### config.mk
export PLATFORM = sky130hd
export DESIGN_NAME = ucdp_latch_wrctrl
export DESIGN_NICKNAME = d
export VERILOG_FILES = /design/src/rtl/ucdp_latch_wrctrl.sv
export SDC_FILE = /design/constraint.sdc
export NUM_CORES = 1
export LEC_CHECK = 0
export BUFFER_PORTS_ARGS = -buffer_cell sky130_fd_sc_hd__buf_2
export CORE_AREA = 4 4 41 43
export CTS_BUF_LIST = sky130_fd_sc_hd__clkbuf_4
export CTS_CLUSTER_SIZE = 25
export DETAILED_ROUTE_END_ITERATION = 12
export DIE_AREA = 0 0 45 47
export GPL_TIMING_DRIVEN = 0
export PLACE_DENSITY = 0.78
export SLEW_MARGIN = 10
export SYNTH_ARGS = -nofsm -noshare
export SYNTH_HDL_FRONTEND = slang
export SYNTH_SLANG_ARGS = --single-unit
### constraint.sdc
create_clock -name main_clk_i -period 2.5 [get_ports main_clk_i]
set_input_delay 0.25 -clock main_clk_i [delete_from_list [all_inputs] [get_ports main_clk_i]]
set_output_delay 0.25 -clock main_clk_i [all_outputs]
set_load 0.005 [all_outputs]
### src/rtl/ucdp_latch_wrctrl.sv
// Write-side controller for latch-based row arrays. It takes valid/ready write requests and drives a
// registered one-hot row load strobe and shared row data with a full cycle of hold margin.
module ucdp_latch_wrctrl #(
  parameter int unsigned width_p     = 8,
  parameter int unsigned depth_p     = 4,
  parameter int unsigned addrwidth_p = $clog2(depth_p)
) (
  input  logic                   main_clk_i,
  input  logic                   main_rst_an_i,
  input  logic                   dft_mode_scan_mode_i,
  input  logic                   wr_valid_i,
  output logic                   wr_ready_o,
  input  logic [addrwidth_p-1:0] wr_addr_i,
  input  logic [width_p-1:0]     wr_data_i,
  output logic [depth_p-1:0]     ld_o,
  output logic [width_p-1:0]     d_o,
  output logic                   busy_o,
  output logic                   err_o
);

  typedef enum logic [1:0] {
    IDLE = 2'd0,
    LOAD = 2'd1,
    HOLD = 2'd2
  } state_t;

  localparam logic [addrwidth_p:0] DEPTH_L = (addrwidth_p+1)'(depth_p);

  state_t               r_state;
  state_t               w_state_nxt;
  logic                 r_ready;
  logic                 r_busy;
  logic                 r_err;
  logic [depth_p-1:0]   r_ld;
  logic [width_p-1:0]   r_d;
  logic                 w_accept;
  logic                 w_in_range;
  logic [depth_p-1:0]   w_ld_dec;

  assign w_accept   = wr_valid_i & r_ready;
  assign w_in_range = ({1'b0, wr_addr_i} < DEPTH_L);

  always_comb begin
    w_ld_dec = '0;
    for (int unsigned i = 0; i < depth_p; i++) begin
      w_ld_dec[i] = (wr_addr_i == addrwidth_p'(i));
    end
  end

  always_comb begin
    w_state_nxt = r_state;
    case (r_state)
      IDLE: begin
        if (w_accept && w_in_range) w_state_nxt = LOAD;
      end
      LOAD: w_state_nxt = HOLD;
      HOLD: begin
        if (w_accept && w_in_range) w_state_nxt = LOAD;
        else                        w_state_nxt = IDLE;
      end
      default: w_state_nxt = IDLE;
    endcase
  end

  always_ff @(posedge main_clk_i or negedge main_rst_an_i) begin
    if (!main_rst_an_i) r_state <= IDLE;
    else                r_state <= w_state_nxt;
  end

  // The one-hot strobe register holds the accepted row address; it is loaded
  // at the accept edge so the strobe rises one cycle later straight from a flop.
  always_ff @(posedge main_clk_i or negedge main_rst_an_i) begin
    if (!main_rst_an_i) begin
      r_ready <= 1'b1;
      r_busy  <= 1'b0;
      r_err   <= 1'b0;
      r_ld    <= '0;
      r_d     <= '0;
    end else begin
      r_ready <= (w_state_nxt != LOAD);
      r_busy  <= (w_state_nxt != IDLE);
      r_err   <= w_accept & ~w_in_range;
      r_ld    <= (w_state_nxt == LOAD) ? w_ld_dec : '0;
      if (w_accept) r_d <= wr_data_i;
    end
  end

  assign wr_ready_o = r_ready;
  assign busy_o     = r_busy;
  assign err_o      = r_err;
  assign d_o        = r_d;
  assign ld_o       = r_ld & {depth_p{~dft_mode_scan_mode_i}};

endmodule

# == After elaboration in Yosys (flattened, before gate mapping) ==
# Index checks and enable logic that the tools add are counted.
# word_totals
output_inout_bits,15
register_bits,16
# classes
bitwise_logic,3
n_eq_ne,7
reduce_logical,3
mux,4
# op_table
op,n
$eq 2x1->1 const B,3
$eq 2x2->1 const B,3
$pmux 2 s3,1
$and 4x4->4,1
$logic_not 2->1,2
$mux 4,1
$mux 2,1
$ne 2x1->1 const B,1
$reduce_bool 2->1,1
$and 1x1->1,1
$mux 1,1
$not 1->1,1

# == Longest topological paths before layout ==
# logic_depth
depth_word,5
depth_mapped,3

# == Least setup slack after synthesis ==
# OpenSTA, ideal clock, no wires.
# synth_path
path_type,register to register
startpoint,"register r_ready, in the netlist wr_ready_o"
endpoint,"register r_d[0], in the netlist d_o[0]"
stages_incl_launch_ff,3
required_ps,2375
period_less_slack_ps,1046
arrival_ps,921
path_slack_ps,1454
cell_sequence,dfstp_2 nand2_2 mux2_2
# synth_between
elab_chain_len,1
# synth_rtl
element,line_no,source
from (decl),31,logic r_ready;
from (signal assigned),80,r_ready <= (w_state_nxt != LOAD);
$and 1x1->1,40,assign w_accept = wr_valid_i & r_ready;
to (signal assigned),84,if (w_accept) r_d <= wr_data_i;
to (decl),35,logic [width_p-1:0] r_d;
# No other way between the ends.
# A chain may end at the register's enable or synchronous reset.

# == Final worst setup path ==
# layout_path
startpoint,"register r_ready, in the netlist wr_ready_o"
endpoint,output wr_ready_o
# layout_lines
element,line_no,source
to (decl),12,"output logic wr_ready_o,"
# No word-level cell between the ends.

==> impl_metrics.csv <==
group,metric,value,unit
synthesis,synth_top_area_share,62.5,%
clock_network,htreeDepth,1,
clock_network,path_clk_slew,90,ps
clock_network,clockBufferDepth,2,
place,numPortBuffers,27,
setup_path,worst-path-max-fanout,3,
setup_path,path_class,"flip-flop to output pin",
sta,fin_skew,1.94,ps
power,power_leakage,0.423,nW
route,via_per_inst,4.57,
synthesis,synth.cell_area,601,um^2
sta,rsz0062_at_grt,"no",
floorplanning,start_util,46.2,%
floorplanning,die_x,45,um
synthesis,ys_types,13,
setup_path,path_cells,"buf_2",
layout,final_core_util,60.8,%
sta,tns,0,ps
clock_network,clock-root-buffer,"clkbuf_4",
route,drc_errors,0,
synthesis,yosysTopAreaCell,"dfrtp_1",
sta,finalMaxSlewViolations,0,
global_routing,grt_overflow,0,
synthesis,ys.flop_type,"dfrtp_1",
global_routing,grt_pass1_wl,1590,um
status,status,"complete, no violations",
clock_network,cts.sinks,16,
synthesis,synth_common_cells,"dfrtp_1, mux2_2, nor2b_1",
sta,timing.final.hold_violations,0,
floorplanning,die_h,47,um
synthesis,synth_area_leaders,"dfrtp_1, mux2_2, nor2b_1, dfstp_2, and3b_1",
power,irDropWorstVdd,0.438,mV
synthesis,netlist_instances,40,
floorplanning,pin_count,29,
route,wl,1000,um
flow_run,max-cap-violations,0,
setup_path,critical-path-top-delay-family,"flip-flops",
sta,finalCritPeriodShare,47.1,%
route,ant_nets,0,
sta,setup_viol,0,
synthesis,mappedNetlistNets,54,
setup_path,arrival,930,ps
sta,fmax,850,MHz
synthesis,synthArstFlopShare,100,%
setup_path,cp_num_buf_inv,1,
synthesis,synth-seq-cells,16,
layout,fillCellCount,114,
layout,final_cell_area,791,um^2
synthesis,synth_edf_count,0,
layout,num_antenna_cells,0,
route,via_count,398,
floorplanning,core-area,0.00130,mm^2
place,routabilityCongestion,0.683,
power,power.density,664,mW/mm^2
synthesis,yosysSeqAreaShare,66.9,%
floorplanning,core.rowCount,13,
global_routing,grt_pass1_vias,402,
layout,seqCellArea,402,um^2
clock_network,cts_resized,0,
clock_network,cts_setup_buffers,0,
floorplanning,die_area,0.00212,mm^2
layout,multi_input_area,176,um^2
layout,area_growth,31.7,%
clock_network,cts_inserted_buffers,3,
sta,period_needed,1180,ps
place,postPlaceCellArea,754,um^2
synthesis,yosysWarnings,0,
route,drtIter0Drc,3,
global_routing,grt_max_degree,17,
worst_hold_path,hold_class,"input pin to flip-flop",
layout,final_cells,87,
route,routedWlPerCell,11.5,um
route,drtPass1Iterations,4,
place,dp_hpwl,774,um
place,place_inst,82,
clock_network,hold_buffers,1,
synthesis,syn-mean-instance-area,15.0,um^2
global_routing,grt_antenna_before_repair,0,
layout,drive_gt1_share,58.3,%
setup_path,worstSetupStartpointType,"flip-flop",
synthesis,yosys.cell_count.top_type,"dfrtp_1",
global_routing,track_usage,10.7,%
setup_path,cp.required,2250,ps
layout,fin_nets,87,
setup_path,cpMaxStageDelayCell,"dfstp_2",
setup_path,crit_path_end_kind,"output pin",
setup_path,slowest_delay,550,ps
clock_network,clkLatencyLatePin,270,ps
clock_network,cts_tree,"done",
-- sequential cells by signal (all words and copies together) (netlist names) --
signal      flops
r_ld            4
wr_ready_o      1
busy_o          1
r_state         2
d_o             8
-- power breakdown --
group           total, W  switching, W  internal, W
sequential      0.000304     0.0000130     0.000291
combinational  0.0000911     0.0000365    0.0000546
clock           0.000130     0.0000724    0.0000577
total           0.000525      0.000122     0.000403
-- per-layer routing --
| metal | track usage, % | part of all wire [%] | up-vias | routed length, um |
|---|---|---|---|---|
| met2 | 20.1 | 54 | 16 | 537 |
| met4 | 5.26 | 0 | 0 | 0 |
| li1 | - | - | 196 | - |
| met5 | 0 | 0 | - | 0 |
| met3 | 2.30 | 6.7 | 0 | 67 |
| met1 | 11.3 | 40 | 186 | 396 |
-- metrics by stage --
step / hold WS [ps] / setup WS (ps) / total power, W
after floorplan: -45.6 / 1450 / 0.000352
after global placement: 172 / 1400 / 0.000399
after detailed placement: 176 / 1400 / 0.000402
after CTS: 156 / 1310 / 0.000536
after global routing: 161 / 1260 / 0.000558
final: 166 / 1320 / 0.000525
-- placed cells by master, fill, tap and decap left out, types with 3 or more instances in the layout --
cell	count
buf_2	27
nor2b_1	5
dfrtp_1	15
clkbuf_4	3
and3b_1	3
mux2_2	8
-- layout make-up --
cell class / count / share of cell area [%]
clock buffer: 3 / 2.85
multi-input combinational: 21 / 22.3
tap: 15 / 2.37
buffer: 2 / 2.37
timing repair buffer: 28 / 18.4
sequential: 16 / 50.8
inverter: 1 / 0.475
clock inverter: 1 / 0.475
-- cells by family (layout without fill, tap and decap cells) --
family,after synthesis,in the layout,synth area share (%)
flops,16,16,66.9
mux,8,8,15.0
buf+inv,3,35,3.75
other cells,1,1,0.624
simple gates,12,12,13.8
-- worst register-to-register path: stages (launching register included) --
cell,delay (ps)
dfstp_2,550
nand2_2,140
mux2_2,310
-- final timing paths --
kind | startpoint | endpoint | slack [ps] | depth (start not counted)
setup / recovery | wr_ready_o | wr_ready_o | 1320 | 1
hold / removal | wr_addr_i[1] | r_ld[0] | 170 | 2
setup reg to reg | wr_ready_o | d_o[4] | 1400 | 2
hold reg to reg | r_state[1] | r_state[1] | 430 | 1
max in group asynchronous | main_rst_an_i | wr_ready_o | 1790 | 2
min in group asynchronous | main_rst_an_i | busy_o | 410 | 2
(Power assumes the default switching activity.)
